File: config.mk
export PLATFORM = sky130hd
export DESIGN_NAME = tsu_gmii_tx_gearbox
export DESIGN_NICKNAME = d
export VERILOG_FILES = /design/src/rtl/tsu_pkg.sv /design/src/rtl/tsu_gmii_tx_gearbox.sv
export SDC_FILE = /design/constraint.sdc
export NUM_CORES = 1
export LEC_CHECK = 0
export CAP_MARGIN = 20
export CORE_AREA = 2 2 93 95
export CTS_CLUSTER_DIAMETER = 40
export DETAILED_ROUTE_END_ITERATION = 8
export DIE_AREA = 0 0 95 97
export GPL_TIMING_DRIVEN = 1
export PLACE_DENSITY = 0.59
export SYNTH_ARGS = -nofsm -noshare
export SYNTH_HDL_FRONTEND = slang
export SYNTH_SLANG_ARGS = --single-unit
File: constraint.sdc
create_clock -name gmii_clk -period 2.11 [get_ports gmii_clk]
set_input_delay 0.5275 -clock gmii_clk [delete_from_list [all_inputs] [get_ports gmii_clk]]
set_output_delay 0.5275 -clock gmii_clk [all_outputs]
set_load 0.005 [all_outputs]
File: src/rtl/tsu_pkg.sv
// ---------------------------------------------------------------------------
// tsu_pkg
// Shared definitions for the TSU GMII transmit gearbox: GMII preamble/SFD
// byte values, preamble length, transmit FSM state encoding and a helper that
// turns the end-of-packet modulo field into a byte count.
// ---------------------------------------------------------------------------
package tsu_pkg;

    localparam logic [7:0] GMII_PREAMBLE = 8'h55;
    localparam logic [7:0] GMII_SFD      = 8'hD5;
    localparam int         PREAMBLE_LEN  = 7;

    typedef enum logic [2:0] {
        IDLE,
        PREAMBLE,
        DATA,
        DISCARD,
        IFG
    } tx_state_e;

    // mod == 0 means a full word; otherwise mod bytes starting at [31:24].
    function automatic logic [2:0] eop_bytes(input logic [1:0] mod);
        return (mod == 2'd0) ? 3'd4 : {1'b0, mod};
    endfunction

endpackage

File: src/rtl/tsu_gmii_tx_gearbox.sv
// ---------------------------------------------------------------------------
// tsu_gmii_tx_gearbox
// Serialises framed 32-bit words onto GMII, one byte per gmii_clk, with
// optional preamble/SFD insertion and a minimum inter-frame gap. Pulses
// tx_sfd on the SFD byte (or the first data byte without preamble) as the
// egress time-stamp request, and aborts a frame with TX_ER on source underrun.
//
// Ports:
//   gmii_clk     single clock
//   rst          synchronous active-high reset
//   in_valid     input word valid
//   in_ready     word accepted this cycle when in_valid is also high
//   in_data      frame word, [31:24] transmitted first
//   in_sop       first word of frame
//   in_eop       last word of frame
//   in_mod       valid bytes in the eop word (0 = 4)
//   gmii_ctrl    GMII TX_EN
//   gmii_err     GMII TX_ER
//   gmii_data    GMII TXD
//   tx_sfd       one-cycle time-stamp request pulse
//   tx_underrun  one-cycle pulse when a frame is aborted
// ---------------------------------------------------------------------------
module tsu_gmii_tx_gearbox
    import tsu_pkg::*;
#(
    parameter bit          PREAMBLE_EN = 1'b1,
    parameter int unsigned IFG_CYCLES  = 12
) (
    input  logic        gmii_clk,
    input  logic        rst,
    input  logic        in_valid,
    output logic        in_ready,
    input  logic [31:0] in_data,
    input  logic        in_sop,
    input  logic        in_eop,
    input  logic [1:0]  in_mod,
    output logic        gmii_ctrl,
    output logic        gmii_err,
    output logic [7:0]  gmii_data,
    output logic        tx_sfd,
    output logic        tx_underrun
);

    localparam logic [7:0] PREAMBLE_LAST = 8'(PREAMBLE_LEN);
    localparam logic [7:0] IFG_LAST      = 8'(IFG_CYCLES - 1);

    // DISCARD phases held in byte_idx: emit the error byte, let it go out,
    // then drain the source with the line idle.
    localparam logic [1:0] DISC_ERR   = 2'd0;
    localparam logic [1:0] DISC_WAIT  = 2'd1;
    localparam logic [1:0] DISC_DRAIN = 2'd2;

    tx_state_e   state_q, state_d;
    logic [1:0]  byte_idx_q, byte_idx_d;
    logic [1:0]  last_idx_q, last_idx_d;
    logic        eop_q, eop_d;
    logic [31:0] word_q, word_d;
    logic [7:0]  cnt_q, cnt_d;

    logic        gmii_ctrl_q, gmii_ctrl_d;
    logic        gmii_err_q, gmii_err_d;
    logic [7:0]  gmii_data_q, gmii_data_d;
    logic        tx_sfd_q, tx_sfd_d;
    logic        tx_underrun_q, tx_underrun_d;

    logic        ready_raw;
    logic        accept;
    logic [1:0]  in_last_idx;

    function automatic logic [7:0] word_byte(input logic [31:0] w, input logic [1:0] idx);
        logic [7:0] b;
        case (idx)
            2'd0:    b = w[31:24];
            2'd1:    b = w[23:16];
            2'd2:    b = w[15:8];
            default: b = w[7:0];
        endcase
        return b;
    endfunction

    // Index of the final byte of the word being offered.
    assign in_last_idx = in_eop ? 2'(eop_bytes(in_mod) - 3'd1) : 2'd3;

    // Ready depends only on state and byte position. In DATA the next word is
    // taken while the current final byte is being loaded into the output
    // register, so the new word's first byte follows with no gap.
    always_comb begin
        ready_raw = 1'b0;
        case (state_q)
            IDLE:    ready_raw = 1'b1;
            DATA:    ready_raw = (byte_idx_q == last_idx_q) && !eop_q;
            DISCARD: ready_raw = (byte_idx_q == DISC_DRAIN);
            default: ready_raw = 1'b0;
        endcase
    end

    assign in_ready = ready_raw & ~rst;
    assign accept   = in_valid & ready_raw;

    // Next-state and next-output logic. Outputs are computed one cycle ahead
    // and registered, so everything here describes the byte driven next cycle.
    always_comb begin
        state_d       = state_q;
        byte_idx_d    = byte_idx_q;
        last_idx_d    = last_idx_q;
        eop_d         = eop_q;
        word_d        = word_q;
        cnt_d         = cnt_q;
        gmii_ctrl_d   = 1'b0;
        gmii_err_d    = 1'b0;
        gmii_data_d   = 8'h00;
        tx_sfd_d      = 1'b0;
        tx_underrun_d = 1'b0;

        case (state_q)
            IDLE: begin
                // Non-sop words are consumed and dropped.
                if (accept && in_sop) begin
                    word_d      = in_data;
                    eop_d       = in_eop;
                    last_idx_d  = in_last_idx;
                    gmii_ctrl_d = 1'b1;
                    if (PREAMBLE_EN) begin
                        gmii_data_d = GMII_PREAMBLE;
                        cnt_d       = 8'd1;
                        byte_idx_d  = 2'd0;
                        state_d     = PREAMBLE;
                    end else begin
                        gmii_data_d = in_data[31:24];
                        tx_sfd_d    = 1'b1;
                        if (in_last_idx == 2'd0) begin
                            cnt_d   = 8'd0;
                            state_d = IFG;
                        end else begin
                            byte_idx_d = 2'd1;
                            state_d    = DATA;
                        end
                    end
                end
            end

            PREAMBLE: begin
                gmii_ctrl_d = 1'b1;
                if (cnt_q < PREAMBLE_LAST) begin
                    gmii_data_d = GMII_PREAMBLE;
                    cnt_d       = cnt_q + 8'd1;
                end else begin
                    gmii_data_d = GMII_SFD;
                    tx_sfd_d    = 1'b1;
                    byte_idx_d  = 2'd0;
                    state_d     = DATA;
                end
            end

            DATA: begin
                gmii_ctrl_d = 1'b1;
                gmii_data_d = word_byte(word_q, byte_idx_q);
                if (byte_idx_q == last_idx_q) begin
                    if (eop_q) begin
                        cnt_d   = 8'd0;
                        state_d = IFG;
                    end else if (accept) begin
                        word_d     = in_data;
                        eop_d      = in_eop;
                        last_idx_d = in_last_idx;
                        byte_idx_d = 2'd0;
                    end else begin
                        byte_idx_d = DISC_ERR;
                        state_d    = DISCARD;
                    end
                end else begin
                    byte_idx_d = byte_idx_q + 2'd1;
                end
            end

            DISCARD: begin
                case (byte_idx_q)
                    DISC_ERR: begin
                        gmii_ctrl_d   = 1'b1;
                        gmii_err_d    = 1'b1;
                        tx_underrun_d = 1'b1;
                        byte_idx_d    = DISC_WAIT;
                    end
                    DISC_WAIT: byte_idx_d = DISC_DRAIN;
                    default: begin
                        if (accept && in_eop) begin
                            cnt_d   = 8'd0;
                            state_d = IFG;
                        end
                    end
                endcase
            end

            IFG: begin
                // The state spans IFG_CYCLES cycles starting with the one in
                // which the last byte is on the wire, so the line is low for
                // exactly IFG_CYCLES cycles before the next preamble.
                if (cnt_q == IFG_LAST) begin
                    cnt_d      = 8'd0;
                    byte_idx_d = 2'd0;
                    state_d    = IDLE;
                end else begin
                    cnt_d = cnt_q + 8'd1;
                end
            end

            default: begin
                state_d = IDLE;
            end
        endcase
    end

    // State and output registers; reset truncates any frame without TX_ER.
    always_ff @(posedge gmii_clk) begin
        if (rst) begin
            state_q       <= IDLE;
            byte_idx_q    <= 2'd0;
            last_idx_q    <= 2'd0;
            eop_q         <= 1'b0;
            word_q        <= 32'h0;
            cnt_q         <= 8'd0;
            gmii_ctrl_q   <= 1'b0;
            gmii_err_q    <= 1'b0;
            gmii_data_q   <= 8'h00;
            tx_sfd_q      <= 1'b0;
            tx_underrun_q <= 1'b0;
        end else begin
            state_q       <= state_d;
            byte_idx_q    <= byte_idx_d;
            last_idx_q    <= last_idx_d;
            eop_q         <= eop_d;
            word_q        <= word_d;
            cnt_q         <= cnt_d;
            gmii_ctrl_q   <= gmii_ctrl_d;
            gmii_err_q    <= gmii_err_d;
            gmii_data_q   <= gmii_data_d;
            tx_sfd_q      <= tx_sfd_d;
            tx_underrun_q <= tx_underrun_d;
        end
    end

    assign gmii_ctrl   = gmii_ctrl_q;
    assign gmii_err    = gmii_err_q;
    assign gmii_data   = gmii_data_q;
    assign tx_sfd      = tx_sfd_q;
    assign tx_underrun = tx_underrun_q;

endmodule

======== Word-level counts from Yosys, hierarchy flattened ========
Index checks and enable logic that the tools add are counted.
W data, S select, Z words.
storage, ports and cells
  register bits ........................... 59
  input bits .............................. 39
  output and inout bits ................... 13
  word-level logic and storage cells ...... 108
cells by class
  add/subtract/negate cells ............... 3
  magnitude comparators ................... 1
  equality and inequality tests ........... 21
  muxes and demuxes ....................... 50
  bitwise logic cells ..................... 5
  reduce and logical (&&, ||, !) cells .... 18
operator list
  kind                   count
  $mux W32               4
  $mux W8                8
  $pmux W32 S2           1
  $pmux W8 S3            2
  $pmux W8 S5            1
  $mux W3                8
  $mux W2                11
  $ne A2 B2 Y1 const B   10
  $pmux W3 S5            1
  $reduce_and A7 Y1      2
  $pmux W2 S5            1
  $ne A3 B3 Y1 const B   3
  $add A8 B1 Y8 const B  1
  $eq A8 B4 Y1 const B   1
  $lt A8 B3 Y1 const B   1
  $pmux W2 S2            2
  $reduce_or A2 Y1       4
  $mux W1                7
  $mux W7                1
  $eq A3 B2 Y1 const B   2
  $pmux W1 S3            2
  $reduce_and A6 Y1      1
  $reduce_and A5 Y1      1
  $reduce_bool A5 Y1     1
  16 further kinds       22

======== Depth between registers and ports, before layout ========
  depth after elaboration ................. 8
  depth in mapped cells ................... 8
  mapped depth without buffers ............ 7

======== Worst setup path after synthesis ========
OpenSTA, ideal clock, no wires.
  path kind ............................... reg-to-reg
  from .................................... register byte_idx_q[0]
  to ...................................... register cnt_q[5]
  library setup time ...................... 0.135 ns
  arrival time ............................ 1.778 ns
  required time ........................... 1.975 ns
  setup slack ............................. 0.198 ns
  stages on the path, launching flop included .. 9
  buffers on the path ..................... 1
  period minus slack after synthesis ...... 1.912 ns
  path through ............................ dfxtp_1 inv_1 ha_1 clkbuf_1 nor3b_1 nand4_1 o311a_1 o311ai_0 o21ai_0
between the ends
  cells in the longest elaborated chain, start to end .. 7
  elaborated cells between the ends (all ways) .. 15
  classes of those cells .................. eq/ne (7); mux (1); bitwise (1); reduce/logical (6)
RTL lines
  element                                        line                                                    text
  start: declaration                             tsu_gmii_tx_gearbox.sv:54                               logic [1:0] byte_idx_q, byte_idx_d;
  start signal: assignment                       tsu_gmii_tx_gearbox.sv:229                              byte_idx_q <= byte_idx_d;
  $eq A2 B2 Y1                                   tsu_gmii_tx_gearbox.sv:91, tsu_gmii_tx_gearbox.sv:158
  $logic_and A1 B1 Y1                            tsu_gmii_tx_gearbox.sv:91                               DATA: ready_raw = (byte_idx_q == last_idx_q) && !eop_q;
  $pmux W1 S3                                    tsu_gmii_tx_gearbox.sv:89                               case (state_q)
  $and A1 B1 Y1                                  tsu_gmii_tx_gearbox.sv:98                               assign accept = in_valid & ready_raw;
  $logic_and A1 B1 Y1, on equally long branches  tsu_gmii_tx_gearbox.sv:186, tsu_gmii_tx_gearbox.sv:118
  $ne A2 B2 Y1 (no source line)                  -
  $reduce_and A7 Y1 (no source line) *           -
  end signal: assignment                         tsu_gmii_tx_gearbox.sv:233                              cnt_q <= cnt_d;
  end: declaration                               tsu_gmii_tx_gearbox.sv:58                               logic [7:0] cnt_q, cnt_d;
Every way passes the cells marked *; elsewhere a longest branch is shown, timed or not.
A chain may end at the register's enable or synchronous reset.

======== Worst setup path in the final report ========
  from .................................... register byte_idx_q[0]
  to ...................................... register cnt_q[4]
The elaborated chain is that of the path after synthesis.

==> metrics <==
Worst R2R End cnt_q[4]; share of cells above drive strength 1 16.8%; reg-to-reg slack, setup 120 ps; Final nets 420; Tightest Pin Transition 515 ps; Worst Hold Class reg2reg; hpwl dp between 5 and 6 mm; Sink Count 59; commonest non-fill, non-tap cell in the layout dfxtp_1; die height roughly 97 µm; mux share of post-synthesis cell area 11.5%; Most used DFF post-synth dfxtp_1; dpl cells 470; die span in x about 95 µm; most frequent cells in the layout 57 x dfxtp_1, 52 x nor2_1, 49 x clkdlybuf4s50_1, 32 x mux2i_1, 25 x buf_4; CP max-delay cell dfxtp_2; minimum clock period approximately 2000 ps; LEAKAGE 0.00147 µW; Die Area slightly above 9000 µm²; vias per inst 5.16; Slew Viols, Final 0; CP Max Fanout 5; VDD IR-drop max 357 µV; final hold violation count 0; Clock H-tree levels 3; area grow syn2layout 35.4%; clk buf depth 2; DP Area 3560 µm²; main combinational cell family by area after synthesis simple AND/OR/NAND/NOR gates; Synthesis Warnings 0; xor/xnor cell area share of the yosys netlist 0.941%; vias in the first global route roughly 2400; DRT Pass-1 Iters 4; pin count of the biggest net entering global routing 47; fin area roughly 3800 µm²; r2r startpoint byte_idx_q[0]; final setup fails 0; DR iter-0 viols between 100 and 150; status complete, no violations; DR WL/cell roughly 15 µm; number of enable flip-flop cells after synthesis 0; Cell Pwr Density 706 nW/µm²; core footprint around 8000 µm²; adder-cell share of the synthesized area 2.24%; Reg2Reg Depth 9; Port Buffers roughly 50; CP Data Arrival Time between 2000 and 2500 ps; CTS Root Cell clkbuf_8; post-synthesis cell type count 53; Rel. slew slack between 60% and 70%; Power Total 2670 µW; CP required between 2000 and 2500 ps; unrepaired setup endpoints after global routing true; Inserted Clock Buffers 9; starting density of the core about a third; postcts setup bufs 0; ys async rst share 0%; non-filler cells in the finished layout 485; CP max stage delay 350 ps; Util after Layout 46.5%; drt total wl between 7 and 8 mm; via count 2501; min-delay src word_q[19]; worst skew pair latency about 330 ps; ant diodes 0; # DRC 0; Synth Area in Simple Gates roughly 22%; most used cell, CP buf_4; startpoint types flop; register bit total from synthesis between 50 and 60; Routed Antenna Nets 0; Mapped Cells between 300 and 400; hold path endpoint word_q[19]; clk slew on worst S/H paths around 70 ps; gpl congestion 0.828; Mapped Area 2790 µm²; Mean Syn Cell Area 9.12 µm²; CP Class reg2reg; Synth Area in Compound Gates approximately 17%; row count 33; critical path cell sequence inv_1 > buf_4 > ha_1 > nor3b_2 > buf_4 > nand4_1 > o311ai_2 > a21oi_2 > a211o_1; final worst path period share between 90% and 100%; Tot GR Track Use between 15 and 20%; TritonCTS clock tree built; total gr overflow 0; Hold Path Stages 2; Boundary Pins 52; maximum clock frequency 502 MHz; first-pass GRT wire length ~12 mm; Post-Syn Nets 350; Worst Clk Skew approximately 6 ps; Max-Cap Viols 0; Seq/Total Area, Yosys between 40% and 50%; initial antenna violation count 0; CTS hold repair buffers 0; crit path capture type flop
-- worst max-delay path: cells and delay by family, from the launching register on --
kind | cells | cell delay (ps)
AO/OA/AOI/OAI | 3 | 650
AND/OR/NAND/NOR | 2 | 360
adder cells (fa/ha/maj) | 1 | 210
flip-flops | 1 | 350
buffers and inverters | 3 | 320
-- worst max path at each step --
| stage | to | start | cells past startpoint | slack [ps] |
|---|---|---|---|---|
| 6_report | cnt_q[4] | byte_idx_q[0] | 9 | 120 |
| 5_1_grt | cnt_q[6] | byte_idx_q[0] | 9 | -8 |
| 4_1_cts | cnt_q[4] | byte_idx_q[0] | 9 | 5 |
| 3_5_place_dp | in_ready | rst | 4 | -520 |
| 3_3_place_gp | in_ready | rst | 4 | -480 |
| 2_1_floorplan | cnt_q[5] | byte_idx_q[0] | 8 | 200 |
-- where the power goes --
group	internal, µW	switching [µW]	total (µW)
Clock	567	447	1010
Combinational	236	211	447
Sequential	1170	34.1	1210
Total	1980	692	2670
-- cells in the mapped netlist (5+ instances only) --
| library cell | n | share of area (%) |
|---|---|---|
| or3_1 | 5 | 1.1 |
| nor2_1 | 52 | 7.0 |
| a21oi_1 | 15 | 2.7 |
| mux2i_1 | 32 | 11 |
| a222oi_1 | 8 | 2.9 |
| o21ai_0 | 11 | 2.0 |
| clkbuf_1 | 13 | 1.7 |
| dfxtp_1 | 59 | 42 |
| ha_1 | 5 | 2.2 |
| nor3_1 | 8 | 1.4 |
| nor2b_1 | 7 | 1.6 |
| and3_1 | 5 | 1.1 |
| inv_1 | 5 | 0.67 |
| nand3_1 | 7 | 1.3 |
| a211o_1 | 6 | 1.9 |
| nand2_1 | 11 | 1.5 |
-- kinds of logic after synthesis --
group / after synthesis
xor+xnor: 3
simple gates: 119
mux: 32
fa+ha+maj: 5
flops: 59
compound gates: 64
buf+inv: 24
-- state kept, by name, indices dropped and copies added, names as in the netlist --
name         flops
tx_sfd           1
tx_underrun      1
gmii_ctrl        1
last_idx_q       2
state_q          3
cnt_q            8
byte_idx_q       2
word_q          32
eop_q            1
gmii_data        8
-- routing by layer --
layer / GRT usage (%) / part of all wire [%] / vias up
met3: 3.50 / 4.0 / 8
li1: - / - / 1259
met5: 0 / 0 / -
met2: 25.5 / 48 / 55
met1: 21.3 / 46 / 1179
met4: 6.35 / 1.4 / 0
-- cell type report --
| cell class | instances | area (µm²) |
|---|---|---|
| Clock buffer | 10 | 138 |
| Clock inverter | 5 | 53.8 |
| Fill cell | 788 | 4360 |
| Inverter | 5 | 18.8 |
| Multi-Input combinational cell | 223 | 1520 |
| Sequential cell | 59 | 1180 |
| Tap cell | 105 | 131 |
| Timing Repair Buffer | 78 | 736 |
-- stage by stage --
stage	hold slack [ps]	setup TNS (ps)	worst slack (ps)
2_1_floorplan	454	0	198
3_3_place_gp	471	-3200	-477
3_5_place_dp	485	-3280	-517
4_1_cts	501	0	4.59
5_1_grt	517	-8.87	-8.29
6_report	494	0	120
-- what timing repair did --
item                       CTS  global route
pin swaps                    1             1
gates resized for setup      7             7
setup endpoints to repair    6            10
Note: power is estimated with default switching activity, not from simulation.
